### src/rtl/piso_shift_tx.sv
// piso_shift_tx: parallel-in serial-out transmitter, one bit retired per shift_en tick.
module piso_shift_tx #(
   parameter int WIDTH      = 4,
   parameter bit MSB_FIRST  = 1'b0,
   parameter bit IDLE_LEVEL = 1'b1
) (
   input  logic             clk,
   input  logic             rst_n,
   input  logic [WIDTH-1:0] din,
   input  logic             load_valid,
   output logic             load_ready,
   input  logic             shift_en,
   input  logic             abort,
   output logic             sout,
   output logic             sout_valid,
   output logic             first_bit,
   output logic             last_bit,
   output logic             done,
   output logic             busy
);
   localparam int CW = $clog2(WIDTH);
   localparam logic [CW-1:0] LAST = CW'(WIDTH - 1);
   typedef enum logic {IDLE, SHIFT} state_t;
   state_t state_q, state_d;
   logic [WIDTH-1:0] sr_q, sr_d;
   logic [CW-1:0] cnt_q, cnt_d;
   logic sout_q, sout_d, valid_q, valid_d, first_q, first_d, last_q, last_d, done_q, done_d;
   always_ff @(posedge clk or negedge rst_n)
      if (!rst_n) begin
         state_q <= IDLE;
         sr_q    <= '0;
         cnt_q   <= '0;
         sout_q  <= IDLE_LEVEL;
         valid_q <= 1'b0;
         first_q <= 1'b0;
         last_q  <= 1'b0;
         done_q  <= 1'b0;
      end else begin
         state_q <= state_d;
         sr_q    <= sr_d;
         cnt_q   <= cnt_d;
         sout_q  <= sout_d;
         valid_q <= valid_d;
         first_q <= first_d;
         last_q  <= last_d;
         done_q  <= done_d;
      end
   // Abort outranks both a load in IDLE and a bit tick in SHIFT.
   always_comb begin
      state_d = state_q;
      sr_d    = sr_q;
      cnt_d   = cnt_q;
      done_d  = 1'b0;
      if (state_q == IDLE) begin
         if (load_valid && !abort) begin
            state_d = SHIFT;
            sr_d    = din;
            cnt_d   = '0;
         end
      end else if (abort) begin
         state_d = IDLE;
      end else if (shift_en) begin
         if (cnt_q == LAST) begin
            state_d = IDLE;
            done_d  = 1'b1;
         end else begin
            cnt_d = cnt_q + 1'b1;
            sr_d  = MSB_FIRST ? sr_q << 1 : sr_q >> 1;
         end
      end
      sout_d  = (state_d == SHIFT) ? (MSB_FIRST ? sr_d[WIDTH-1] : sr_d[0]) : IDLE_LEVEL;
      valid_d = (state_d == SHIFT);
      first_d = (state_d == SHIFT) && (cnt_d == '0);
      last_d  = (state_d == SHIFT) && (cnt_d == LAST);
   end
   assign load_ready = (state_q == IDLE);
   assign busy       = (state_q == SHIFT);
   assign sout       = sout_q;
   assign sout_valid = valid_q;
   assign first_bit  = first_q;
   assign last_bit   = last_q;
   assign done       = done_q;
endmodule

### config.mk
export PLATFORM = sky130hd
export DESIGN_NAME = piso_shift_tx
export DESIGN_NICKNAME = d
export VERILOG_FILES = /design/src/rtl/piso_shift_tx.sv
export SDC_FILE = /design/constraint.sdc
export NUM_CORES = 1
export LEC_CHECK = 0
export ABC_AREA = 1
export CORE_AREA = 5 5 42 44
export DETAILED_ROUTE_END_ITERATION = 10
export DIE_AREA = 0 0 47 49
export MAX_ROUTING_LAYER = met4
export PLACE_DENSITY = 0.72
export REMOVE_ABC_BUFFERS = 1
export SKIP_CTS_REPAIR_TIMING = 1
export SYNTH_ARGS = -nofsm -noshare
export SYNTH_HDL_FRONTEND = slang
export SYNTH_SLANG_ARGS = --single-unit
### constraint.sdc
create_clock -name clk -period 1.5 [get_ports clk]
set_input_delay 0.225 -clock clk [delete_from_list [all_inputs] [get_ports clk]]
set_output_delay 0.225 -clock clk [all_outputs]
set_load 0.03 [all_outputs]
==> results.yml, run 1 <==
die:
  dieArea_um2: 2300
  die_x_um: 47
  start_util: 0.405
  num_rows: 14
  core_um2: 1400
  pin_count: 16
  die_y_um: 49
clock_network:
  worstSkewPairLatency_ps: 270
  cts_max_path_buffers: 2
  clock-sinks: 11
  cts_inserted_buffers: 3
  cts_tree: "built"
  cts_htree_levels: 1
  cts-root-buf: "clkbuf_4"
  cts.clk_slew.worst_paths_ps: 70
pwr:
  power_frac_seq: 0.463
  netSwitchingPower_w: 0.000277
  pwr-share-comb: 0.290
  vdd_drop_max_mv: 0.454
  clockPowerShare: 0.247
  power_density_nw_per_um2: 1060
  p_int_w: 0.000549
  power.leakage_nw: 0.451
  swShare: 0.335
sta:
  min_period_over_period: 0.858
  period_needed_ps: 1290
  slew_headroom: 0.679
  rsz0062_at_grt: "no"
  whs_ps: 274
  tightest_slew_ps: 479
  finalClockSkew_ps: 1.47
  setup_tns_ps: 0
  clock.fmax_mhz: 777
  setup_viol: 0
  hold_viol: 0
  drv_slew: 0
logic_synthesis:
  ys_top_cells_by_area: "dfrtp_1 44%, nand2_1 15%, nand3_1 14%"
  ys_warn_count: 0
  ys_seq_area_frac: 0.487
  ys_seq_elements: 11
  synth.avg_cell_area_um2: 8.00
  synthCells: 71
  netlist.area_leader.share: 0.441
  syn_area_um2: 568
  synth_top_area_cell: "dfrtp_1"
  synth_cell_types: 15
global_route:
  grt_pass1_vias: 488
  grt_max_degree: 12
  grt_pass1_wl_mm: 2.22
  groute.usage.overall: 0.138
  antenna_found_initial: 0
  gr-total-overflow: 0
finish:
  regArea_um2: 277
  multi_input_area_um2: 254
  diodes: 0
  fillCellCount: 144
  layout-drive-gt1-share: 0.200
  fin_nets: 100
  synthToLayoutAreaGrowth_pct: 37.7
  design_area_um2: 782
route:
  drt-pass1-iter-count: 4
  wl_per_cell_um: 11.7
  totalWireLength_mm: 1.24
  antenna_left: 0
  drt_iter0_drc: 13
  vias: 521
  drt_drc_violations_left: 0
  viasPerCell: 4.92
worst_setup_path:
  criticalPathCategory: "flop to output port"
  cp_top_family: "flip-flops"
  critPathMaxStageDelay_ps: 510
  crit_chain: "dlymetal6s2s_1"
  end_kind: "output port"
  crit_fanout: 1
  worstPathArrival_ps: 1060
  worstSetupStartpointType: "flop"
  path_buf_inv: 1
  worstPathRequired_ps: 1270
  cp_slowest_cell: "dfstp_2"
place:
  dp_hpwl_um: 932
  gp_congestion: 0.907
  io_buffers: 15
  placed_area_um2: 738
job:
  max_cap_violations: 0
run_status:
  outcome: "complete, no violations"
hold_path:
  hold_class: "primary input to async pin"
## power groups by stage
stage | registers [W] | clock network, W | logic [W]
after global routing | 0.000391 | 0.000226 | 0.000266
after detailed placement | 0.000387 | 0 | 0.000245
after CTS | 0.000382 | 0.000212 | 0.000246
after floorplan | 0.000412 | 0 | 0.000119
final | 0.000382 | 0.000204 | 0.000240
after global placement | 0.000387 | 0 | 0.000243
## path summary, 6_finish.rpt
path / startpoint / cells after the start / slack [ps] / to
worst max-delay path: sout / 1 / 210 / sout
worst min register to register: sr_q[3] / 2 / 500 / sr_q[2]
max in group asynchronous: rst_n / 1 / 880 / sout
min in group clk: din[3] / 3 / 480 / sr_q[3]
worst min-delay path: rst_n / 1 / 270 / cnt_q[1]
worst max register to register: sout_valid / 7 / 320 / first_bit
## synth_stat cells
master	instances
nor2_2	1
dfstp_2	1
nand2_2	4
nand3_1	16
nor2_1	4
nor2_4	1
nand3_2	1
clkinv_1	1
nand3_4	1
nand2_1	22
or2_2	1
dfrtp_1	10
inv_2	4
buf_4	1
inv_1	3
## sequential cells by signal, indices dropped and copies added (netlist names)
register and flops:
sout_valid 1, done 1, sr_q 4, sout 1
last_bit 1, first_bit 1, cnt_q 2
## cell families after synthesis
| group | share of synthesized area |
|---|---|
| simple gates | 0.447 |
| flops | 0.487 |
| buf+inv | 0.0661 |
## routing by layer
layer	wire, µm	share of wire	track usage	vias to the layer above
met5	0	0	-	-
met4	38	0.031	0.0829	0
met1	549	0.44	0.186	245
li1	-	-	-	260
met2	576	0.47	0.181	11
met3	72	0.058	0.0369	5
## placed cells by master, fill, tap and decap left out
cell	n
buf_4	1
clkdlybuf4s50_1	8
nand3_1	16
nor2_4	1
dfrtp_1	10
nand2_1	22
clkinv_1	1
dlymetal6s2s_1	7
clkbuf_1	1
nand3_4	1
or2_2	1
dfstp_2	1
nor2_1	4
clkbuf_4	3
inv_2	4
inv_1	3
nand3_2	1
nor2_2	1
nand2_2	4
## per-stage QoR
stage,cells,setup slack [ps],total power (W),util
floorplan,70,-2.39,0.000531,-
global placement,102,76.1,0.000630,0.527
detailed placement,102,59.3,0.000632,0.527
CTS,106,-187,0.000841,0.546
global route,106,158,0.000883,0.558
finish,106,213,0.000826,0.558
## cell type report
cell class,count,area share
sequential,11,0.354
multi-input combinational,51,0.325
timing repair buffer,16,0.224
inverter,8,0.0384
clock buffer,4,0.0336
tap,16,0.0256
(Power assumes the default switching activity.)
==> run 2: changes to the inputs <==
--- a/config.mk
+++ b/config.mk
@@ -6,7 +6,9 @@
 export NUM_CORES = 1
 export LEC_CHECK = 0
 export ABC_AREA = 1
+export CAP_MARGIN = 20
 export CORE_AREA = 5 5 42 44
+export CTS_CLUSTER_DIAMETER = 30
 export DETAILED_ROUTE_END_ITERATION = 10
 export DIE_AREA = 0 0 47 49
 export MAX_ROUTING_LAYER = met4
==> results of run 2 <==
No change in the layout: final DEF, timing and power equal those of run 1.
==> run 3: changes to the inputs <==
--- a/config.mk
+++ b/config.mk
@@ -14,7 +14,6 @@
 export MAX_ROUTING_LAYER = met4
 export PLACE_DENSITY = 0.72
 export REMOVE_ABC_BUFFERS = 1
-export SKIP_CTS_REPAIR_TIMING = 1
 export SYNTH_ARGS = -nofsm -noshare
 export SYNTH_HDL_FRONTEND = slang
 export SYNTH_SLANG_ARGS = --single-unit
==> run 3 against run 2 <==
Against the previous run:
- non-clock buffer count stayed put
- combinational power shrank 4%
- count of clock-buffer cells in the layout did not move
- total power is 1.2% lower
- die area stayed put
- critical path type unchanged
==> results.yml, run 3 (synthesis gave the netlist of run 1 again) <==
pwr:
  power.leakage_nw: 0.410
  total_power_w: 0.000816
  power_density_nw_per_um2: 1070
  vdd_drop_max_mv: 0.437
die:
  die_y_um: 49
  dieArea_um2: 2300
  core_um2: 1400
  start_util: 0.405
  num_rows: 14
  die_x_um: 47
  pin_count: 16
clock_network:
  cts-root-buf: "clkbuf_4"
  worstSkewPairLatency_ps: 270
  cts_htree_levels: 1
  cts_inserted_buffers: 3
  cts.clk_slew.worst_paths_ps: 70
  cts_tree: "built"
  cts_max_path_buffers: 2
  clock-sinks: 11
route:
  drt_drc_violations_left: 0
  viasPerCell: 4.91
  drt_iter0_drc: 14
  drt-pass1-iter-count: 4
  vias: 520
  totalWireLength_mm: 1.23
  wl_per_cell_um: 11.6
  antenna_left: 0
place:
  io_buffers: 15
  dp_hpwl_um: 932
  placed_area_um2: 738
  gp_congestion: 0.907
finish:
  final_cell_mix: "22 x nand2_1, 16 x nand3_1, 10 x dfrtp_1, 8 x clkdlybuf4s50_1, 5 x dlygate4sd2_1"
  largest_reg_flops: 4
  synthToLayoutAreaGrowth_pct: 34.4
  final_common_cell: "nand2_1"
  layout-drive-gt1-share: 0.200
  design_area_um2: 763
  fin_nets: 100
  reg_top3: "sr_q: 4 flops, cnt_q: 2 flops"
  diodes: 0
  regMostFlops: "sr_q"
worst_setup_path:
  worstPathArrival_ps: 1170
  criticalPathCategory: "flop to output port"
  reg2reg_depth: 7
  crit_fanout: 1
  critPathMaxStageDelay_ps: 510
  cp_slowest_cell: "dfstp_2"
  worstPathRequired_ps: 1270
  end_kind: "output port"
  r2r_end: "first_bit"
  ff2ff_setup_slack_ps: 320
  path_buf_inv: 1
  crit_chain: "dlygate4sd2_1"
  cp_top_family: "flip-flops"
  worst_r2r_startpoint: "sout_valid"
  worstSetupStartpointType: "flop"
sta:
  tightest_slew_ps: 481
  slew_headroom: 0.678
  clock.fmax_mhz: 715
  setup_tns_ps: 0
  drv_slew: 0
  rsz0062_at_grt: "no"
  min_period_over_period: 0.932
  hold_viol: 0
  setup_viol: 0
  finalClockSkew_ps: 1.45
  period_needed_ps: 1400
run_status:
  outcome: "complete, no violations"
global_route:
  grt_max_degree: 12
  met1_usage: 0.186
  grt_pass1_wl_mm: 2.22
  grt_use_met3: 0.0369
  groute.usage.overall: 0.138
  busiest_layer: "met1"
  gr-total-overflow: 0
  antenna_found_initial: 0
  grt_pass1_vias: 488
  met2_usage: 0.181
job:
  max_cap_violations: 0
hold_path:
  hold_class: "primary input to async pin"
## run 3: cell count changes in the layout (fill, tap and decap cells not counted), sizes merged
| cell | change |
|---|---|
| dlygate4sd2 | +5 |
| dlymetal6s2s | -5 |
## run 3: layout make-up
| cell class | count | area [µm²] |
|---|---|---|
| repair buffers | 16 | 156 |
| clock buffers | 4 | 26.3 |
| fillers | 148 | 638 |
| inverters | 8 | 30.0 |
| multi-input cells | 51 | 254 |
| well taps | 16 | 20.0 |
| flip-flops and latches | 11 | 277 |
## run 3: what timing repair did
action / in CTS / in global routing
setup endpoints to repair: 5 / 2
setup buffers: 0 / 0
resized for setup: 5 / 2
hold buffers: 0 / 0
## run 3: layer usage
metal,vias to the layer above,routed length [µm]
met1,243,551
li1,261,-
met3,5,66
met5,-,0
met4,0,38
met2,11,568
## run 3: worst max-delay path by stage
stage                 endpoint        from  cells past startpoint  slack (ps)
finish                    sout        sout                      1         100
global route        load_ready  sout_valid                      2          40
CTS                   last_bit    last_bit                      1           3
detailed placement   first_bit       abort                      6          60
global placement     first_bit       abort                      6          80
floorplan             last_bit  sout_valid                      6          -2
## run 3: through the flow
stage,hold WS [ps],std cells,utilization,setup slack (ps)
after floorplan,-70.6,70,-,-2.39
after global placement,478,102,0.527,76.1
after detailed placement,490,102,0.527,59.3
after CTS,303,106,0.541,3.02
after global routing,324,106,0.545,42.3
final,275,106,0.545,102
## run 3: worst register-to-register path, stage by stage, from the launching register on
cell and delay, ps:
dfrtp_1 430, inv_2 50, buf_4 160, nor2_4 120, nand2_1 80, nand2_2 100
nand3_1 90, nor2_1 90
## run 3: where the power goes
part	switching, W	total, W	internal (W)
Sequential	0.0000360	0.000382	0.000346
Combinational	0.000140	0.000230	0.0000896
Clock	0.000101	0.000204	0.000103
Total	0.000277	0.000816	0.000539
